$ cat src/rtl/z8086_sram_bridge_if.sv
// CPU-side simplified z8086 bus: request pulses plus attributes from the CPU,
// and a one-cycle ready pulse with read data from the bridge.
interface z8086_sram_bridge_if;
    logic [19:0] addr;
    logic [15:0] dout;
    logic [15:0] din;
    logic        rd;
    logic        wr;
    logic        io;
    logic        word;
    logic        ready;

    modport master (output addr, dout, rd, wr, io, word, input din, ready);
    modport slave  (input addr, dout, rd, wr, io, word, output din, ready);
endinterface

$ cat src/rtl/z8086_sram_bridge.sv
// Bridges the z8086 CPU bus onto a byte-wide async SRAM and a strobe-style I/O port.
// Word accesses run as two byte phases (A, then A+1); every output is a flop.
//
//  state  | meaning
//  IDLE   | waiting for rd/wr; request attributes latched on acceptance
//  B0     | SRAM byte phase at A (low byte), WAIT_STATES+1 cycles
//  GAP    | one deselected cycle between write phases of a word write
//  B1     | SRAM byte phase at A+1 (high byte), word accesses only
//  RESP   | ready pulse with read data
//  IOS    | one-cycle io_rd / io_wr strobe
//  IOW    | io_rdata sampled (reads)
module z8086_sram_bridge #(
    parameter int unsigned WAIT_STATES = 1
) (
    input  logic                 clk,
    input  logic                 reset_n,
    z8086_sram_bridge_if.slave   cpu,
    output logic [19:0]          sram_addr,
    output logic [7:0]           sram_dq_o,
    output logic                 sram_dq_oe,
    input  logic [7:0]           sram_dq_i,
    output logic                 sram_ce_n,
    output logic                 sram_oe_n,
    output logic                 sram_we_n,
    output logic [15:0]          io_addr,
    output logic [15:0]          io_wdata,
    output logic                 io_word,
    output logic                 io_rd,
    output logic                 io_wr,
    input  logic [15:0]          io_rdata
);

    localparam logic [2:0] WS = 3'(WAIT_STATES);

    typedef enum logic [2:0] {
        S_IDLE, S_B0, S_GAP, S_B1, S_RESP, S_IOS, S_IOW
    } state_t;

    state_t      state_q, state_d;
    logic [2:0]  cnt_q, cnt_d;
    logic [19:0] addr_q, addr_d;
    logic [15:0] data_q, data_d;
    logic        word_q, word_d;
    logic        wr_q, wr_d;
    logic [7:0]  lo_q, lo_d;
    logic        last_phase;
    logic        mem_phase_d;

    logic [19:0] sram_addr_q, sram_addr_d;
    logic [7:0]  sram_dq_o_q, sram_dq_o_d;
    logic        sram_dq_oe_q, sram_dq_oe_d;
    logic        sram_ce_n_q, sram_ce_n_d;
    logic        sram_oe_n_q, sram_oe_n_d;
    logic        sram_we_n_q, sram_we_n_d;
    logic [15:0] io_addr_q, io_addr_d;
    logic [15:0] io_wdata_q, io_wdata_d;
    logic        io_word_q, io_word_d;
    logic        io_rd_q, io_rd_d;
    logic        io_wr_q, io_wr_d;
    logic        ready_q, ready_d;
    logic [15:0] din_q, din_d;

    assign last_phase = (cnt_q == 3'd0);

    always_ff @(posedge clk or negedge reset_n) begin
        if (!reset_n) begin
            state_q      <= S_IDLE;
            cnt_q        <= 3'd0;
            addr_q       <= 20'h0;
            data_q       <= 16'h0;
            word_q       <= 1'b0;
            wr_q         <= 1'b0;
            lo_q         <= 8'h0;
            sram_addr_q  <= 20'h0;
            sram_dq_o_q  <= 8'h0;
            sram_dq_oe_q <= 1'b0;
            sram_ce_n_q  <= 1'b1;
            sram_oe_n_q  <= 1'b1;
            sram_we_n_q  <= 1'b1;
            io_addr_q    <= 16'h0;
            io_wdata_q   <= 16'h0;
            io_word_q    <= 1'b0;
            io_rd_q      <= 1'b0;
            io_wr_q      <= 1'b0;
            ready_q      <= 1'b0;
            din_q        <= 16'h0;
        end else begin
            state_q      <= state_d;
            cnt_q        <= cnt_d;
            addr_q       <= addr_d;
            data_q       <= data_d;
            word_q       <= word_d;
            wr_q         <= wr_d;
            lo_q         <= lo_d;
            sram_addr_q  <= sram_addr_d;
            sram_dq_o_q  <= sram_dq_o_d;
            sram_dq_oe_q <= sram_dq_oe_d;
            sram_ce_n_q  <= sram_ce_n_d;
            sram_oe_n_q  <= sram_oe_n_d;
            sram_we_n_q  <= sram_we_n_d;
            io_addr_q    <= io_addr_d;
            io_wdata_q   <= io_wdata_d;
            io_word_q    <= io_word_d;
            io_rd_q      <= io_rd_d;
            io_wr_q      <= io_wr_d;
            ready_q      <= ready_d;
            din_q        <= din_d;
        end
    end

    always_comb begin
        state_d = state_q;
        cnt_d   = cnt_q;
        addr_d  = addr_q;
        data_d  = data_q;
        word_d  = word_q;
        wr_d    = wr_q;
        case (state_q)
            S_IDLE: begin
                if (cpu.rd || cpu.wr) begin
                    addr_d  = cpu.addr;
                    data_d  = cpu.dout;
                    word_d  = cpu.word;
                    wr_d    = cpu.wr;
                    cnt_d   = WS;
                    state_d = cpu.io ? S_IOS : S_B0;
                end
            end
            S_B0: begin
                if (!last_phase) begin
                    cnt_d = cnt_q - 3'd1;
                end else if (!word_q) begin
                    state_d = S_RESP;
                end else if (wr_q) begin
                    state_d = S_GAP;
                end else begin
                    state_d = S_B1;
                    cnt_d   = WS;
                end
            end
            S_GAP: begin
                state_d = S_B1;
                cnt_d   = WS;
            end
            S_B1: begin
                if (!last_phase) cnt_d = cnt_q - 3'd1;
                else             state_d = S_RESP;
            end
            S_RESP:  state_d = S_IDLE;
            S_IOS:   state_d = S_IOW;
            S_IOW:   state_d = S_RESP;
            default: state_d = S_IDLE;
        endcase
    end

    always_comb begin
        mem_phase_d  = (state_d == S_B0) || (state_d == S_B1);
        sram_ce_n_d  = !mem_phase_d;
        sram_oe_n_d  = !(mem_phase_d && !wr_d);
        sram_dq_oe_d = mem_phase_d && wr_d;
        // we_n releases one cycle before the phase ends so the address never moves under it
        sram_we_n_d  = !(mem_phase_d && wr_d && ((cnt_d != 3'd0) || (WS == 3'd0)));

        sram_addr_d = sram_addr_q;
        sram_dq_o_d = sram_dq_o_q;
        case (state_d)
            S_B0: begin
                sram_addr_d = addr_d;
                sram_dq_o_d = data_d[7:0];
            end
            S_GAP, S_B1: begin
                sram_addr_d = addr_d + 20'd1;
                sram_dq_o_d = data_d[15:8];
            end
            default: ;
        endcase

        io_addr_d  = io_addr_q;
        io_wdata_d = io_wdata_q;
        io_word_d  = io_word_q;
        io_rd_d    = 1'b0;
        io_wr_d    = 1'b0;
        if (state_d == S_IOS) begin
            io_addr_d  = addr_d[15:0];
            io_wdata_d = data_d;
            io_word_d  = word_d;
            io_rd_d    = !wr_d;
            io_wr_d    = wr_d;
        end

        lo_d = lo_q;
        if (state_q == S_B0 && last_phase && !wr_q) lo_d = sram_dq_i;

        ready_d = (state_d == S_RESP);
        din_d   = 16'h0;
        if (state_d == S_RESP && !wr_q) begin
            case (state_q)
                S_IOW:   din_d = word_q ? io_rdata : {8'h00, io_rdata[7:0]};
                S_B0:    din_d = {8'h00, sram_dq_i};
                S_B1:    din_d = {sram_dq_i, lo_q};
                default: din_d = 16'h0;
            endcase
        end
    end

    assign sram_addr  = sram_addr_q;
    assign sram_dq_o  = sram_dq_o_q;
    assign sram_dq_oe = sram_dq_oe_q;
    assign sram_ce_n  = sram_ce_n_q;
    assign sram_oe_n  = sram_oe_n_q;
    assign sram_we_n  = sram_we_n_q;
    assign io_addr    = io_addr_q;
    assign io_wdata   = io_wdata_q;
    assign io_word    = io_word_q;
    assign io_rd      = io_rd_q;
    assign io_wr      = io_wr_q;
    assign cpu.ready  = ready_q;
    assign cpu.din    = din_q;

endmodule

$ cat src/flat_wrapper.sv
// flat-port wrapper written by rule: the top's interface ports become plain ports
module z8086_sram_bridge_flat 
#(
    parameter int unsigned WAIT_STATES = 1
)
  (clk, reset_n, sram_addr, sram_dq_o, sram_dq_oe, sram_dq_i, sram_ce_n, sram_oe_n, sram_we_n, io_addr, io_wdata, io_word, io_rd, io_wr, io_rdata, cpu_addr, cpu_dout, cpu_rd, cpu_wr, cpu_io, cpu_word, cpu_din, cpu_ready);
  z8086_sram_bridge_if cpu_i ();
  input  logic clk;
  input  logic reset_n;
  output logic [19:0] sram_addr;
  output logic [7:0] sram_dq_o;
  output logic sram_dq_oe;
  input  logic [7:0] sram_dq_i;
  output logic sram_ce_n;
  output logic sram_oe_n;
  output logic sram_we_n;
  output logic [15:0] io_addr;
  output logic [15:0] io_wdata;
  output logic io_word;
  output logic io_rd;
  output logic io_wr;
  input  logic [15:0] io_rdata;
  input wire logic [$bits(cpu_i.addr)-1:0] cpu_addr;
  input wire logic [$bits(cpu_i.dout)-1:0] cpu_dout;
  input wire logic [$bits(cpu_i.rd)-1:0] cpu_rd;
  input wire logic [$bits(cpu_i.wr)-1:0] cpu_wr;
  input wire logic [$bits(cpu_i.io)-1:0] cpu_io;
  input wire logic [$bits(cpu_i.word)-1:0] cpu_word;
  output wire logic [$bits(cpu_i.din)-1:0] cpu_din;
  output wire logic [$bits(cpu_i.ready)-1:0] cpu_ready;
  assign cpu_i.addr = cpu_addr;
  assign cpu_i.dout = cpu_dout;
  assign cpu_i.rd = cpu_rd;
  assign cpu_i.wr = cpu_wr;
  assign cpu_i.io = cpu_io;
  assign cpu_i.word = cpu_word;
  assign cpu_din = cpu_i.din;
  assign cpu_ready = cpu_i.ready;
  z8086_sram_bridge #(.WAIT_STATES(WAIT_STATES)) u_core (.clk(clk), .reset_n(reset_n), .cpu(cpu_i), .sram_addr(sram_addr), .sram_dq_o(sram_dq_o), .sram_dq_oe(sram_dq_oe), .sram_dq_i(sram_dq_i), .sram_ce_n(sram_ce_n), .sram_oe_n(sram_oe_n), .sram_we_n(sram_we_n), .io_addr(io_addr), .io_wdata(io_wdata), .io_word(io_word), .io_rd(io_rd), .io_wr(io_wr), .io_rdata(io_rdata));
endmodule
$ cat config.mk
export PLATFORM = sky130hd
export DESIGN_NAME = z8086_sram_bridge_flat
export DESIGN_NICKNAME = d
export VERILOG_FILES = /design/src/rtl/z8086_sram_bridge_if.sv /design/src/rtl/z8086_sram_bridge.sv /design/src/flat_wrapper.sv
export SDC_FILE = /design/constraint.sdc
export NUM_CORES = 1
export LEC_CHECK = 0
export CAP_MARGIN = 0
export CORE_MARGIN = 2
export CORE_UTILIZATION = 53
export CTS_CLUSTER_SIZE = 10
export DETAILED_ROUTE_END_ITERATION = 8
export PLACE_DENSITY = 0.92
export RECOVER_POWER = 50
export SETUP_SLACK_MARGIN = 0.1
export SLEW_MARGIN = 20
export SYNTH_ARGS = -nofsm -noshare
export SYNTH_HDL_FRONTEND = slang
export SYNTH_SLANG_ARGS = --single-unit
$ cat constraint.sdc
create_clock -name clk -period 5.08 [get_ports clk]
set_input_delay 1.016 -clock clk [delete_from_list [all_inputs] [get_ports clk]]
set_output_delay 1.016 -clock clk [all_outputs]
set_load 0.02 [all_outputs]
==> metrics.md <==
| Metric | Value |
|---|---|
| Worst path slowest cell | nand2_2 |
| Yosys warnings | 0 |
| Worst Path Class, Setup | input port to flip-flop |
| Dpl hpwl | 10,800 microns |
| Vias/cell | 5.82 |
| Final ANT Viol Nets | 0 |
| Initial DRC Count | around 490 |
| CTS Buf Count | 17 |
| Synthesized net count | 653 |
| Die Outline Area | between 0.01 and 0.015 sq mm |
| GP Congestion | a little under 0.9 |
| Slew HR | -55.3% |
| Final instance area | 0.00824 sq mm |
| CTS Buffer Depth | 2 |
| Die Span Y | around 110 microns |
| Status | finished with violations |
| Worst Tran Pin Value | around 2.3 ns |
| Syn avg cell area | 10.4 sq um |
| Yosys cell types | 56 |
| Hold Vio Cnt, Final | 0 |
| Hold crit path type | flip-flop to flip-flop |
| HP Start | u_core.sram_addr[18]$_DFFE_PN0P_ |
| FF+latch count, synth | 136 |
| Smallest hold slack | 0.488 ns |
| I/O pins | 150 |
| DRC | 0 |
| PnR worst setup slack | roughly 1.2 ns |
| Setup tns final | 0 ns |
| Biggest cell delay along the critical path | 0.58 ns |
| WP buf/inv | 1 |
| Register-to-Register Setup Slack | 1.62 ns |
| # diodes | 0 |
| Achievable Freq | 257 MHz |
| Final Cycle Share | 76.7% |
| Core Footprint | 0.0113 sq mm |
| Hold Crit Depth | 2 |
| CP startpoint kind | input port |
| Setup crit end kind | flip-flop |
| WL/cell | 18.6 microns |
| Minimum period implied by the final worst setup slack | 3.90 ns |
| PortBufs | 149 |
| P_leak | 3.67 nW |
| Largest delay share family, worst path | simple AND/OR/NAND/NOR gates |
| Clock sinks | 136 |
| Initial core utilization | 53.7% |
| Required time worst endpoint | around 5.3 ns |
| Peak VDD IR | between 0.3 and 0.4 mV |
| Cells after Synth | just under 600 |
| Main area contributors after synthesis | dfrtp_1 55%, nand2_1 6.5%, mux2i_1 4.8% |
| GRT Total Usage | 27.5% |
| Clock Pin Slew Worst Setup and Hold Paths | 0.05 ns |
| Dpl cell area | 0.00764 sq mm |
| Fin nets | just under 800 |
| Yosys top cell area share | 54.7% |
| Hold Path End | u_core.sram_addr[18]$_DFFE_PN0P_ |
| Post-synthesis sequential area ratio | 56.0% |
| Grt ovf | 0 |
| Hold_buf cts | 0 |
| Critical path fanouts, max | 30 |
| Vias in the first global route | 5,228 |
| R2R depth | 10 |
| Vias post-DR | around 5,000 |
| Syn-to-layout area delta | 35.6% |
| Dpl ws | a little over 1 ns |
| Pwr/cell area | 700 mW/mm^2 |
| Most frequent cell on the critical path | nand2_1 |
| Critical Path AT | 4.15 ns |
| # Post-CTS Setup Buffers | 0 |
| H-Tree Depth | 4 |
| Reg-to-reg endpoint | u_core.sram_addr[16]$_DFFE_PN0P_ |
| Die Wd | 111 microns |
| Root Buffer | clkbuf_16 |
| Synthesized area | around 0.0061 sq mm |
| Maximum Capacitance Violations | 1 |
| RSZ-0062 raised after global routing | false |
| Largest area contributor in the netlist | dfrtp_1 |
| Failing checks | capacitance limit, slew limit |
| DRT Wirelength | 16,500 microns |
| Pins Over Slew Limit | between 90 and 100 |
| Largest net degree at the start of global routing | 96 |
| Row count | 39 |
| Clk_skew | 0.00822 ns |
| Final setup viols | 0 |
| Share of layout cells above drive strength 1 | under 10% |
| CTS tree | done |
| Worst r2r src | u_core.state_q[1]$_DFF_PN0_ |
| Crit-path cells | dlygate4sd3_1 > or2_0 > nand2_2 > nand2_1 > nand2_1 > ha_1 > o211ai_1 > nor4_2 > xnor2_1 > a21oi_1 |
| Clk_lat worst skew | 0.41 ns |
| Drt first pass iters | 6 |
| Global-route wire length before repair | 27,000 microns |
| Post-CTS sizing | 0 |
| Initial antenna violation count | 0 |
==> worst max-delay path by stage <==
| stage | start | to | slack, ns | cells after the start |
|---|---|---|---|---|
| 2_1_floorplan | cpu_wr | u_core.sram_addr[16]$_DFFE_PN0P_ | 1.74 | 12 |
| 3_3_place_gp | cpu_wr | u_core.sram_addr[16]$_DFFE_PN0P_ | 1.19 | 10 |
| 3_5_place_dp | cpu_wr | u_core.sram_addr[18]$_DFFE_PN0P_ | 1.03 | 10 |
| 4_1_cts | cpu_wr | u_core.sram_addr[16]$_DFFE_PN0P_ | 1.37 | 10 |
| 5_1_grt | cpu_wr | u_core.sram_addr[16]$_DFFE_PN0P_ | 1.00 | 10 |
| 6_report | cpu_wr | u_core.sram_addr[16]$_DFFE_PN0P_ | 1.18 | 10 |
==> routing by layer <==
| layer | up-vias | routed length, microns | global-route usage [%] |
|---|---|---|---|
| met3 | 67 | 1270 | 6.56 |
| met2 | 297 | 8110 | 45.4 |
| met5 | - | 0 | 0 |
| li1 | 2299 | - | - |
| met4 | 0 | 655 | 13.9 |
| met1 | 2480 | 6420 | 33.9 |
==> cell families (layout without fill, tap and decap cells) <==
family,count (synthesis),in the layout,share of synthesized area [%]
xor gates and xnor gates,14,14,2.02
muxes,57,57,9.96
AOI/OAI and AO/OA,112,112,11.3
DFF,136,136,56.0
buffers and inverters,54,210,4.07
adders and majority gates,3,3,0.617
and+or+nand+nor,208,208,16.0
==> sequential cells by signal, indices dropped and copies added, names as in the netlist, 3 cells and up <==
| name | flops |
|---|---|
| u_core.addr_q | 20 |
| u_core.sram_addr | 20 |
| u_core.cpu.din | 16 |
| u_core.data_q | 16 |
| u_core.io_addr | 16 |
| u_core.io_wdata | 16 |
| u_core.lo_q | 8 |
| u_core.sram_dq_o | 8 |
| u_core.cnt_q | 3 |
| u_core.state_q | 3 |
==> placed cells by master (no fill, tap or decap), types with 3 or more instances in the layout <==
master             n
a31oi_1            5
clkbuf_1           4
dlygate4sd3_1     17
a21oi_1           24
xor2_1             4
o211ai_1          12
nand2b_1           5
nor4_2             4
mux2_1            15
nand3_1            9
xnor2_1           10
clkbuf_16         17
nand4_1            3
o21ai_1           20
nor2b_1            3
clkdlybuf4s50_1  131
o21ai_0           25
nand2_1          103
nor3_1            15
inv_1             24
dfrtp_1          133
a22oi_1            9
clkbuf_8           4
nor2_1            46
buf_4              3
clkinv_2           3
ha_1               3
mux2_2            13
a211oi_1           3
dfstp_2            3
bufinv_16          3
mux2i_1           28
==> synthesized netlist by cell type (all sizes together) <==
cell type    n
a2111oi      1
a211oi       3
a21o         1
a21oi       25
a221o        1
a22oi        9
a2bb2oi      1
a31oi        6
a41oi        2
and2         1
buf         20
clkbuf      10
dfrtp      133
dfstp        3
ha           3
inv         24
mux2        28
mux2i       29
nand2      105
nand2b       5
nand3        9
nand3b       2
nand4        3
nor2        48
nor2b        3
nor3        16
nor3b        2
nor4         6
nor4b        3
o211ai      12
o21a         1
o21ai       46
o21bai       1
o221ai       1
o31ai        1
o32ai        1
or2          1
or2b         1
or3          2
or3b         1
xnor2       10
xor2         4
==> stage by stage <==
stage | utilization [%] | power [W] | std cells
4_1_cts | 72.9 | 0.00575 | 883
6_report | 72.8 | 0.00577 | 883
2_1_floorplan | - | 0.00347 | 584
3_3_place_gp | 67.5 | 0.00432 | 851
3_5_place_dp | 67.5 | 0.00444 | 851
5_1_grt | 72.8 | 0.00610 | 883
==> area by class of cell <==
class,count,area (sq um)
well taps,143,179
fillers,761,3080
inverters,24,90.1
clock buffers,24,492
clock inverters,8,120
repair buffers,154,1520
flip-flops and latches,136,3410
multi-input cells,394,2440
==> power by group <==
part           internal [W]  switching, W  leakage, nW
sequential          0.00157      0.000326         1.68
combinational       0.00107       0.00153         1.69
clock              0.000822      0.000448        0.296
total               0.00346       0.00230         3.67
==> tightest hold or removal path: stages, from the launching register on <==
cell and delay (ns):
dfrtp_1 0.34, nand2_1 0.05, o21ai_1 0.06
No activity file was read; power rests on OpenSTA's default activity.
